<file path="src/rtl/axis_alu_pipe.sv">
// axis_alu_pipe: registered AXI-Stream ALU stage with a per-packet operation
// and operand, carry/beat-index reporting on tuser, and a 2-entry skid buffer
// (main output register + skid register) for full throughput.
module axis_alu_pipe #(
  parameter int unsigned DATA_WIDTH = 8,
  parameter int unsigned USER_WIDTH = 12
) (
  input  logic                  aclk_i,
  input  logic                  arst_i,
  input  logic [2:0]            op_i,
  input  logic [DATA_WIDTH-1:0] operand_i,
  output logic                  s_axis_tready_o,
  input  logic [DATA_WIDTH-1:0] s_axis_tdata_i,
  input  logic                  s_axis_tlast_i,
  input  logic                  s_axis_tvalid_i,
  output logic                  m_axis_tvalid_o,
  output logic [DATA_WIDTH-1:0] m_axis_tdata_o,
  output logic                  m_axis_tlast_o,
  output logic [USER_WIDTH-1:0] m_axis_tuser_o,
  input  logic                  m_axis_tready_i
);

  localparam int unsigned IDX_W = USER_WIDTH - 1;

  localparam logic [2:0] OP_ADD  = 3'd0;
  localparam logic [2:0] OP_SUB  = 3'd1;
  localparam logic [2:0] OP_XOR  = 3'd2;
  localparam logic [2:0] OP_AND  = 3'd3;
  localparam logic [2:0] OP_OR   = 3'd4;
  localparam logic [2:0] OP_INC  = 3'd6;

  typedef struct packed {
    logic                  last;
    logic [USER_WIDTH-1:0] user;
    logic [DATA_WIDTH-1:0] data;
  } beat_t;

  typedef enum logic {
    PKT_IDLE,
    PKT_BODY
  } pkt_state_t;

  pkt_state_t            pkt_state;
  pkt_state_t            pkt_state_nxt;

  logic [2:0]            op_q;
  logic [DATA_WIDTH-1:0] operand_q;
  logic [IDX_W-1:0]      beat_idx_q;

  logic                  ready_q;
  logic                  main_valid;
  beat_t                 main_beat;
  logic                  skid_valid;
  beat_t                 skid_beat;

  logic                  accept_c;
  logic                  consume_c;
  logic                  skid_valid_nxt_c;

  logic [2:0]            op_eff_c;
  logic [DATA_WIDTH-1:0] operand_eff_c;
  logic [DATA_WIDTH:0]   sum_c;
  logic [DATA_WIDTH-1:0] result_c;
  logic                  carry_c;
  beat_t                 new_beat_c;

  assign accept_c  = s_axis_tvalid_i & ready_q;
  assign consume_c = main_valid & m_axis_tready_i;

  // First beat of a packet uses the live context; later beats the latched one.
  assign op_eff_c      = (pkt_state == PKT_IDLE) ? op_i      : op_q;
  assign operand_eff_c = (pkt_state == PKT_IDLE) ? operand_i : operand_q;

  // Packet tracking state register.
  always_ff @(posedge aclk_i or posedge arst_i) begin
    if (arst_i) begin
      pkt_state <= PKT_IDLE;
    end else begin
      pkt_state <= pkt_state_nxt;
    end
  end

  // Packet tracking next state: an accepted tlast closes the packet.
  always_comb begin
    pkt_state_nxt = pkt_state;
    if (accept_c) begin
      pkt_state_nxt = s_axis_tlast_i ? PKT_IDLE : PKT_BODY;
    end
  end

  // Latch op/operand on the first beat; track the saturating beat index.
  always_ff @(posedge aclk_i or posedge arst_i) begin
    if (arst_i) begin
      op_q       <= 3'd0;
      operand_q  <= '0;
      beat_idx_q <= '0;
    end else if (accept_c) begin
      if (pkt_state == PKT_IDLE) begin
        op_q      <= op_i;
        operand_q <= operand_i;
      end
      if (s_axis_tlast_i) begin
        beat_idx_q <= '0;
      end else if (!(&beat_idx_q)) begin
        beat_idx_q <= beat_idx_q + IDX_W'(1);
      end
    end
  end

  // Arithmetic/logic operation and carry (borrow for SUB).
  always_comb begin
    result_c = s_axis_tdata_i;
    carry_c  = 1'b0;
    sum_c    = (DATA_WIDTH+1)'(s_axis_tdata_i) + (DATA_WIDTH+1)'(operand_eff_c);
    case (op_eff_c)
      OP_ADD: begin
        result_c = sum_c[DATA_WIDTH-1:0];
        carry_c  = sum_c[DATA_WIDTH];
      end
      OP_SUB: begin
        result_c = s_axis_tdata_i - operand_eff_c;
        carry_c  = (s_axis_tdata_i < operand_eff_c);
      end
      OP_XOR:  result_c = s_axis_tdata_i ^ operand_eff_c;
      OP_AND:  result_c = s_axis_tdata_i & operand_eff_c;
      OP_OR:   result_c = s_axis_tdata_i | operand_eff_c;
      OP_INC: begin
        result_c = s_axis_tdata_i + DATA_WIDTH'(1);
        carry_c  = &s_axis_tdata_i;
      end
      default: result_c = s_axis_tdata_i;
    endcase
  end

  assign new_beat_c = '{last: s_axis_tlast_i,
                        user: {carry_c, beat_idx_q},
                        data: result_c};

  // Skid occupancy after this cycle; drives the registered ready.
  always_comb begin
    skid_valid_nxt_c = skid_valid;
    if (skid_valid) begin
      skid_valid_nxt_c = ~consume_c;
    end else begin
      skid_valid_nxt_c = accept_c & main_valid & ~consume_c;
    end
  end

  // Main/skid buffer: load main when free or draining, otherwise park in skid.
  always_ff @(posedge aclk_i or posedge arst_i) begin
    if (arst_i) begin
      main_valid <= 1'b0;
      main_beat  <= '0;
      skid_valid <= 1'b0;
      skid_beat  <= '0;
      ready_q    <= 1'b0;
    end else begin
      if (skid_valid) begin
        if (consume_c) begin
          main_beat  <= skid_beat;
          skid_valid <= 1'b0;
        end
      end else if (accept_c) begin
        if (!main_valid || consume_c) begin
          main_beat  <= new_beat_c;
          main_valid <= 1'b1;
        end else begin
          skid_beat  <= new_beat_c;
          skid_valid <= 1'b1;
        end
      end else if (consume_c) begin
        main_valid <= 1'b0;
      end
      ready_q <= ~skid_valid_nxt_c;
    end
  end

  assign s_axis_tready_o = ready_q;
  assign m_axis_tvalid_o = main_valid;
  assign m_axis_tdata_o  = main_beat.data;
  assign m_axis_tlast_o  = main_beat.last;
  assign m_axis_tuser_o  = main_beat.user;

endmodule

</file>
<file path="config.mk">
export PLATFORM = sky130hd
export DESIGN_NAME = axis_alu_pipe
export DESIGN_NICKNAME = d
export VERILOG_FILES = /design/src/rtl/axis_alu_pipe.sv
export SDC_FILE = /design/constraint.sdc
export NUM_CORES = 1
export LEC_CHECK = 0
export ABC_CLOCK_PERIOD_IN_PS = 3600
export BUFFER_PORTS_ARGS = -buffer_cell sky130_fd_sc_hd__buf_2
export CAP_MARGIN = 20
export CORE_ASPECT_RATIO = 0.75
export CORE_UTILIZATION = 30
export DETAILED_ROUTE_END_ITERATION = 6
export PLACE_DENSITY_LB_ADDON = 0.15
export SYNTH_ARGS = -nofsm -noshare
export SYNTH_HDL_FRONTEND = slang
export SYNTH_SLANG_ARGS = --single-unit
</file>
<file path="constraint.sdc">
create_clock -name aclk_i -period 3.6 [get_ports aclk_i]
set_input_delay 0 -clock aclk_i [delete_from_list [all_inputs] [get_ports aclk_i]]
set_output_delay 0 -clock aclk_i [all_outputs]
set_load 0.01 [all_outputs]
</file>
==> run_results.csv, run 1 <==
group,metric,value,unit
floorplanning,rows,38,
floorplanning,fp.dieW,142,um
global_route,grt_first_pass_wirelength,19.3,mm
route,routed_via_density,4.88,
layout,antenna_cells,0,
run,drv_cap,0,
floorplanning,die_y,107,um
route,wire_per_inst,15.9,um
clock_network,clock-sinks,68,
synthesis,synth-compound-area-share,0.188,
critical_path,reg2reg_from,"pkt_state",
synthesis,async_flop_share,1.00,
route,num_vias,3694,
status,status,"finished clean",
floorplanning,ios,47,
timing,rsz0062_at_grt,"false",
timing,setup-violations-final,0,
placed_design,placedInstanceArea,0.00488,mm^2
layout,drive_gt1_frac,0.158,
critical_path,timing.rr.end,"m_axis_tdata_o[4]",
placed_design,io_buffers,46,
synthesis,avgSynthCellArea,8.77,um^2
timing,layout_min_cycle_time,3.11,ns
layout,multi_input_area,0.00253,mm^2
layout,fin_util,0.361,
route,first_iter_violations,237,
clock_network,clockBufferDepth,2,
synthesis,syn-instance-count,506,
clock_network,clock_latency,0.34,ns
floorplanning,start_util,0.307,
global_route,grt_pass1_vias,3514,
global_route,grt_max_degree,43,
route,drtPass1Iterations,7,
synthesis,synth_xor_area_frac,0.0395,
route,drt-total-wl,12.0,mm
synthesis,synth-main-ff-cell,"dfrtp_1",
global_route,grt-ovfl-total,0,
critical_path,cp_max_fo,9,
critical_path,worstSetupStartpointType,"register",
timing,max_slew.worst_pin.slew,0.903,ns
hold_path,min_to,"operand_q[0]",
timing,tns,0,ns
layout,final_cell_area,0.00522,mm^2
layout,fill_cells,1524,
layout,final-seq-area,0.00170,mm^2
pwr,ir_worst_vdd,293,uV
clock_network,cts_made_buffers,9,
pwr,cellPowerDensity,775,mW/mm^2
timing,drv_slew,0,
critical_path,required,3.85,ns
clock_network,htreeDepth,3,
critical_path,r2r_setup_slack,0.49,ns
synthesis,seq_area_frac_synth,0.384,
synthesis,synth_top_family_by_area,"compound AO/OA/AOI/OAI gates",
timing,fmax,0.322,GHz
placed_design,gp_congestion,0.805,
critical_path,worstPathArrival,3.35,ns
timing,slew_headroom,0.397,
timing,hold_violations,0,
critical_path,end_kind,"register",
synthesis,netlist_area,0.00444,mm^2
critical_path,r2r_cells,10,
floorplanning,die_area,0.0153,mm^2
placed_design,dp_hpwl,8.85,mm
clock_network,path_clk_slew,0.06,ns
synthesis,synth_mux_area_frac,0.0719,
hold_path,hold_path.class,"in2reg",
timing,finalCritPeriodShare,0.863,
timing,whs,0.0552,ns
hold_path,worst_hold_startpoint,"operand_i[0]",
synthesis,yosys.area_share.adder,0.0937,
critical_path,criticalPathCategory,"reg2reg",
global_route,antenna_found_initial,0,
synthesis,syn_nets,562,
clock_network,tritoncts,"built",
layout,nets,608,
layout,syn2layout_area_growth,17.8,%
synthesis,synth-simple-area-share,0.174,
timing,clock_skew,0.0107,ns
hold_path,whs_path_depth,3,
synthesis,synth_edf_count,0,
pwr,leakagePower,2.48,nW
pwr,finalPower,4.05,mW
synthesis,ys_ff_latch,68,
clock_network,cts-root-buf,"clkbuf_16",
route,ant_nets,0,
synthesis,ys_types,61,
route,drc,0,
floorplanning,fp.coreArea,0.0145,mm^2
synthesis,synth_warnings,0,
global_route,grt_use_total,0.168,
==> metrics by stage <==
step	setup WS (ns)	cells
floorplan	0.285	506
global placement	0.499	738
detailed placement	0.573	738
CTS	0.534	757
global route	0.157	757
finish	0.495	757
==> metal layers <==
layer / global-route usage / part of all wire
met5: 0 / 0
met4: 0.0346 / 0.0051
met3: 0.0338 / 0.046
met2: 0.238 / 0.41
met1: 0.258 / 0.54
==> worst max-delay path: stages (launching register included) <==
cell and delay, ns:
dfrtp_1 0.41, buf_4 0.20, mux2i_1 0.41, ha_1 0.42, a21oi_1 0.18, a21bo_2 0.23, xor2_1 0.16, nor2_1 0.06
a2111oi_0 0.53, o22ai_1 0.20, o221ai_1 0.20
==> power by group <==
group          total (mW)  internal (mW)  switching, mW
clock               0.928          0.549          0.380
sequential           1.19          0.990          0.199
combinational        1.93          0.749           1.18
==> layout make-up <==
cell class | count | area share
tap | 200 | 0.0479
timing repair buffer | 59 | 0.0642
sequential | 68 | 0.326
clock inverter | 7 | 0.0160
multi-input combinational | 387 | 0.484
inverter | 27 | 0.0194
clock buffer | 9 | 0.0431
==> how the worst max path moves through the flow <==
stage	startpoint	slack, ns	end
3_5_place_dp	pkt_state	0.57	m_axis_tdata_o[4]
2_1_floorplan	pkt_state	0.28	skid_beat[5]
5_1_grt	pkt_state	0.16	m_axis_tdata_o[4]
4_1_cts	pkt_state	0.53	m_axis_tdata_o[4]
6_report	pkt_state	0.49	m_axis_tdata_o[4]
3_3_place_gp	pkt_state	0.50	m_axis_tdata_o[4]
==> logic make-up after synthesis <==
kind of cell | after synthesis
buffers and inverters | 51
XOR/XNOR | 20
multiplexers | 29
flip-flops | 68
AO/OA/AOI/OAI | 130
adder cells (fa/ha/maj) | 32
AND/OR/NAND/NOR | 176
==> layout by cell type, fill, tap and decap left out, types with 5 or more instances in the layout <==
| cell type | n |
|---|---|
| xnor2_1 | 10 |
| a31oi_1 | 5 |
| nand3_1 | 11 |
| nor3_1 | 9 |
| nor2_1 | 32 |
| o22ai_1 | 5 |
| nand2_1 | 95 |
| dfrtp_1 | 68 |
| xor2_1 | 10 |
| a21oi_1 | 21 |
| buf_4 | 10 |
| inv_1 | 26 |
| ha_1 | 30 |
| o21ai_0 | 47 |
| buf_2 | 46 |
| and3_1 | 6 |
| a21o_1 | 6 |
| mux2i_1 | 23 |
| o211ai_1 | 6 |
| nand4_1 | 5 |
| a211oi_1 | 6 |
| clkbuf_16 | 9 |
==> synthesized netlist by cell type (all sizes together), types with 5 or more instances <==
master  instances  share of area
nand2          95          0.080
dfrtp          68           0.38
o21ai          50          0.056
nor2           35          0.031
ha             30          0.085
inv            27          0.023
mux2i          25          0.060
a21oi          21          0.024
clkbuf         17          0.014
nand3          11          0.012
xnor2          10          0.020
xor2           10          0.020
nor3            9          0.010
buf             7          0.012
a211oi          6          0.010
a21o            6          0.010
and3            6         0.0085
o211ai          6          0.010
a31oi           5         0.0071
nand4           5         0.0071
o22ai           5         0.0071
==> what timing repair did <==
action,CTS,global route
resized for setup,0,0
setup buffers,0,0
hold buffers,3,0
endpoints found under the hold margin,44,0
==> flip-flops by register name, indices dropped and copies added, names as in the netlist <==
signal and cells:
m_axis_tuser_o 12, m_axis_tvalid_o 1, m_axis_tdata_o 8, pkt_state 1, beat_idx_q 11, skid_valid 1
op_q 3, skid_beat 21, s_axis_tready_o 1, operand_q 8, m_axis_tlast_o 1
Note: power is estimated with default switching activity, not from simulation.
==> run 2: changes to the inputs <==
--- a/config.mk
+++ b/config.mk
@@ -12,6 +12,7 @@
 export CORE_UTILIZATION = 30
 export DETAILED_ROUTE_END_ITERATION = 6
 export PLACE_DENSITY_LB_ADDON = 0.15
+export REMOVE_ABC_BUFFERS = 1
 export SYNTH_ARGS = -nofsm -noshare
 export SYNTH_HDL_FRONTEND = slang
 export SYNTH_SLANG_ARGS = --single-unit
==> run 2 against run 1 <==
Against the previous run: sequential power is essentially flat; worst setup slack got worse by 0.15 ns; total power fell by 0.76%; fmax fell by 4.7%; critical path depth did not move; clock skew down 0.0039 ns; first-iteration DRC count up 3.0%; flip-flop and latch count is the same; highest routed layer unchanged.
==> run_results.csv, run 2 (same netlist as run 1, synthesis figures left out) <==
group,metric,value,unit
floorplanning,fp.coreArea,0.0145,mm^2
timing,setup-violations-final,0,
placed_design,placedInstanceArea,0.00488,mm^2
layout,final_cell_area,0.00521,mm^2
global_route,grt_first_pass_wirelength,19.6,mm
pwr,leakagePower,2.48,nW
clock_network,path_clk_slew,0.06,ns
route,wire_per_inst,15.9,um
hold_path,min_to,"operand_q[0]",
critical_path,cp_max_fo,7,
timing,slew_headroom,0.351,
layout,mostFrequentLayoutCells,"nand2_1 (95), dfrtp_1 (68), o21ai_0 (47), buf_2 (46), nor2_1 (32)",
timing,hold_violations,0,
clock_network,tritoncts,"built",
layout,nets,607,
pwr,p_sw,1.71,mW
floorplanning,die_y,107,um
critical_path,worstPathArrival,3.48,ns
route,routed_via_density,4.96,
route,drtPass1Iterations,5,
critical_path,cp-startpoint,"pkt_state",
timing,max_slew.worst_pin.slew,0.974,ns
placed_design,gp_congestion,0.873,
hold_path,whs_path_depth,3,
global_route,grt_pass1_vias,3554,
floorplanning,start_util,0.307,
global_route,grt_util_met1,0.254,
pwr,netSwitchingFraction,0.426,
pwr,cellPowerDensity,771,mW/mm^2
critical_path,required,3.82,ns
critical_path,r2r_setup_slack,0.34,ns
clock_network,clockBufferDepth,2,
route,drt-total-wl,12.0,mm
layout,syn2layout_area_growth,17.5,%
timing,finalCritPeriodShare,0.905,
clock_network,clock-sinks,68,
layout,fin_util,0.361,
layout,fill_cells,1519,
floorplanning,ios,47,
layout,drive_gt1_frac,0.155,
status,status,"finished clean",
clock_network,htreeDepth,3,
route,drc,0,
layout,antenna_cells,0,
floorplanning,fp.dieW,142,um
critical_path,timing.rr.end,"skid_beat[5]",
timing,drv_slew,0,
run,drv_cap,0,
critical_path,end_kind,"register",
hold_path,worst_hold_startpoint,"operand_i[0]",
critical_path,criticalPathCategory,"reg2reg",
critical_path,r2r_cells,10,
critical_path,reg2reg_from,"pkt_state",
hold_path,hold_path.class,"in2reg",
route,num_vias,3748,
timing,clock_skew,0.00683,ns
route,first_iter_violations,244,
clock_network,cts_made_buffers,9,
route,ant_nets,0,
layout,final_common_cell,"nand2_1",
floorplanning,rows,38,
timing,rsz0062_at_grt,"false",
pwr,pwr-share-comb,0.480,
layout,max_flop_register,"skid_beat",
global_route,antenna_found_initial,0,
floorplanning,die_area,0.0153,mm^2
pwr,seq_power_share,0.292,
clock_network,clock_latency,0.34,ns
pwr,power_frac_clock,0.228,
global_route,grt-ovfl-total,0,
timing,fmax,0.307,GHz
pwr,p_int,2.30,mW
global_route,grt.busiest_layer,"met1",
timing,layout_min_cycle_time,3.26,ns
global_route,grt_use_total,0.170,
global_route,use_met2,0.231,
timing,tns,0,ns
layout,largest_register_ffs,21,
placed_design,dp_hpwl,8.89,mm
critical_path,worstSetupStartpointType,"register",
global_route,met3_usage,0.0476,
global_route,grt_max_degree,52,
pwr,ir_worst_vdd,260,uV
placed_design,io_buffers,46,
clock_network,cts-root-buf,"clkbuf_16",
run 2: cell count changes in the layout (fill, tap and decap cells not counted):
cell	before	now
clkinv_2	0	2
clkbuf_1	0	1
buf_4	10	9
clkinv_4	2	0
inv_8	1	0
clkbuf_8	0	2
inv_6	2	0
run 2: power groups by stage:
stage	sequential (mW)	combinational [mW]	clock, mW
3_5_place_dp	1.19	1.92	0
5_1_grt	1.21	2.16	0.969
6_report	1.17	1.93	0.915
2_1_floorplan	1.23	1.25	0
3_3_place_gp	1.18	1.90	0
4_1_cts	1.17	1.93	0.938
run 2: per-stage QoR:
step | hold slack, ns | cells | worst slack (ns) | power [mW]
final | 0.0210 | 756 | 0.341 | 4.02
after global routing | 0.0232 | 756 | 0.115 | 4.34
after CTS | 0.0121 | 756 | 0.370 | 4.04
after detailed placement | 0.0392 | 737 | 0.398 | 3.11
after global placement | 0.0261 | 737 | 0.510 | 3.08
after floorplan | 0.0850 | 482 | 0.0863 | 2.48
run 2: how the worst max path moves through the flow:
| stage | end |
|---|---|
| global route | skid_beat[5] |
| CTS | skid_beat[5] |
| detailed placement | skid_beat[5] |
| floorplan | m_axis_tuser_o[11] |
| global placement | skid_beat[5] |
| finish | skid_beat[5] |
run 2: metal layers:
metal  vias to the layer above  part of all wire
met1                      1763              0.53
met2                       107              0.39
met5                         -                 0
met3                        11             0.064
met4                         0             0.017
li1                       1867                 -
run 2: timing repair:
| item | CTS | global route |
|---|---|---|
| setup buffers | 0 | 0 |
| endpoints found under the hold margin | 21 | 0 |
| gates resized for setup | 0 | 0 |
| endpoints found under the setup margin | 0 | 0 |
| hold buffers | 3 | 0 |
run 2: final cells by class:
cell class              count  area (um^2)  area share
repair buffers             58          328      0.0629
clock buffers              12          256      0.0492
flip-flops and latches     68         1700       0.327
clock inverters             4         47.5     0.00912
multi-input cells         387         2530       0.485
well taps                 200          250      0.0480
inverters                  27          101      0.0194
run 2: critical path, cell delays in order (launching register included):
cell,delay (ns)
dfrtp_1,0.56
mux2i_1,0.50
inv_1,0.16
ha_1,0.25
a21o_1,0.16
a21oi_1,0.25
nor3_1,0.09
a211oi_1,0.33
nor3_1,0.08
or4b_1,0.55
a22o_1,0.21
==> run 3: changes to the inputs <==
--- a/config.mk
+++ b/config.mk
@@ -10,6 +10,7 @@
 export CAP_MARGIN = 20
 export CORE_ASPECT_RATIO = 0.75
 export CORE_UTILIZATION = 30
+export CTS_BUF_LIST = sky130_fd_sc_hd__clkbuf_2
 export DETAILED_ROUTE_END_ITERATION = 6
 export PLACE_DENSITY_LB_ADDON = 0.15
 export REMOVE_ABC_BUFFERS = 1
==> run 3 against run 2 <==
Against the previous run: total power decreased by 11%; worst setup slack got worse by 0.019 ns; wire length increased by 0.30%; clock-buffer cell count decreased by 2; first-iteration DRC count increased by 7.8%; clock power decreased by 51%; cell area decreased by 0.74%; non-clock buffer count increased by 16; critical path depth unchanged; die area unchanged.
==> run_results.csv, run 3 (same netlist as run 1, synthesis figures left out) <==
group,metric,value,unit
hold_path,hold_path.class,"in2reg",
critical_path,crit_slowest_cell,"dfrtp_1",
route,drt-total-wl,12.0,mm
placed_design,gp_congestion,0.873,
timing,max_slew.worst_pin.slew,0.991,ns
layout,max_flop_register,"skid_beat",
layout,syn2layout_area_growth,16.6,%
global_route,grt_util_met1,0.256,
route,drtPass1Iterations,5,
route,wire_per_inst,15.6,um
layout,fill_cells,1529,
critical_path,timing.rr.end,"skid_beat[5]",
clock_network,clock_latency,0.54,ns
route,ant_nets,0,
global_route,grt-ovfl-total,0,
timing,finalCritPeriodShare,0.911,
timing,tns,0,ns
timing,whs,0.0554,ns
critical_path,cp-startpoint,"pkt_state",
floorplanning,die_area,0.0153,mm^2
clock_network,path_clk_slew,0.20,ns
critical_path,crit_end,"skid_beat[5]",
floorplanning,ios,47,
critical_path,critPathMaxStageDelay,0.61,ns
placed_design,placedInstanceArea,0.00488,mm^2
global_route,met3_usage,0.0449,
layout,final_common_cell,"nand2_1",
route,routed_via_density,4.86,
layout,nets,623,
placed_design,io_buffers,46,
critical_path,worstSetupStartpointType,"register",
clock_network,clock-sinks,68,
layout,largest_register_ffs,21,
timing,rsz0062_at_grt,"false",
global_route,grt_max_degree,52,
clock_network,htreeDepth,3,
floorplanning,rows,38,
layout,drive_gt1_frac,0.149,
critical_path,r2r_setup_slack,0.32,ns
timing,setup_slack,0.322,ns
run,drv_cap,0,
placed_design,dp.cells,737,
floorplanning,start_util,0.307,
critical_path,cp_max_fo,7,
timing,layout_min_cycle_time,3.28,ns
floorplanning,fp.coreArea,0.0145,mm^2
global_route,grt.busiest_layer,"met1",
critical_path,required,4.06,ns
critical_path,crit_chain,"mux2i_1 -> inv_1 -> ha_1 -> a21o_1 -> a21oi_1 -> nor3_1 -> a211oi_1 -> nor3_1 -> or4b_1 -> a22o_1",
global_route,grt_use_total,0.170,
global_route,antenna_found_initial,0,
timing,slew_headroom,0.339,
critical_path,worstPathArrival,3.73,ns
clock_network,post-cts-setup-buffer-count,0,
critical_path,cpMostUsedCell,"nor3_1",
critical_path,reg2reg_from,"pkt_state",
global_route,use_met2,0.235,
timing,fmax,0.305,GHz
route,drc,0,
route,first_iter_violations,263,
clock_network,cts_made_buffers,9,
floorplanning,die_y,107,um
placed_design,dp_hpwl,8.89,mm
clock_network,tritoncts,"built",
layout,antenna_cells,0,
placed_design,pre_cts_slack,0.398,ns
layout,final_cell_area,0.00517,mm^2
layout,fin_util,0.358,
timing,clock_skew,0.0245,ns
pwr,leakagePower,2.46,nW
critical_path,end_kind,"register",
status,status,"finished clean",
layout,mostFrequentLayoutCells,"nand2_1 (95), dfrtp_1 (68), o21ai_0 (47), buf_2 (46), nor2_1 (32)",
critical_path,r2r_cells,10,
timing,hold_violations,0,
pwr,finalPower,3.56,mW
clock_network,clockBufferDepth,2,
global_route,grt_first_pass_wirelength,19.8,mm
critical_path,criticalPathCategory,"reg2reg",
critical_path,path_buf_inv,1,
clock_network,cts-root-buf,"clkbuf_2",
timing,drv_slew,0,
pwr,cellPowerDensity,688,mW/mm^2
critical_path,cp_top_family,"compound AO/OA/AOI/OAI gates",
floorplanning,fp.dieW,142,um
pwr,ir_worst_vdd,200,uV
clock_network,cts_hold_buf,19,
global_route,grt_pass1_vias,3594,
timing,setup-violations-final,0,
route,num_vias,3753,
layout,fin_cells,772,
clock_network,cts_resized,0,
critical_path,crit_cells,10,
-- run 3: tightest hold or removal path, stage by stage --
cell     delay, ns
buf_2         0.18
mux2_4        0.27
nand2_1       0.06
o21ai_0       0.06
-- run 3: worst min path at each step --
stage	from	to	slack, ns	cells after the start
2_1_floorplan	s_axis_tlast_i	beat_idx_q[10]	0.08	1
3_3_place_gp	arst_i	m_axis_tdata_o[0]	0.03	2
3_5_place_dp	arst_i	m_axis_tdata_o[0]	0.04	2
4_1_cts	op_i[0]	op_q[0]	0.01	4
5_1_grt	op_i[0]	op_q[0]	0.05	4
6_report	op_i[0]	op_q[0]	0.06	4
-- run 3: final cells by class --
| class | count | area (um^2) | share of cell area |
|---|---|---|---|
| clock buffer | 10 | 50.0 | 0.00968 |
| inverter | 27 | 101 | 0.0196 |
| timing repair buffer | 74 | 488 | 0.0943 |
| clock inverter | 6 | 55.1 | 0.0106 |
| multi-input combinational | 387 | 2530 | 0.488 |
| sequential | 68 | 1700 | 0.329 |
| tap | 200 | 250 | 0.0484 |
-- run 3: report_power, final --
part | internal [mW] | switching [mW] | leakage, nW
registers | 0.986 | 0.181 | 0.894
clock network | 0.156 | 0.293 | 0.0668
logic | 0.752 | 1.19 | 1.50
-- run 3: routing by layer --
layer,share of wire,vias to the layer above
met3,0.063,8
met2,0.39,97
met1,0.53,1756
met4,0.014,0
met5,0,-
li1,-,1892
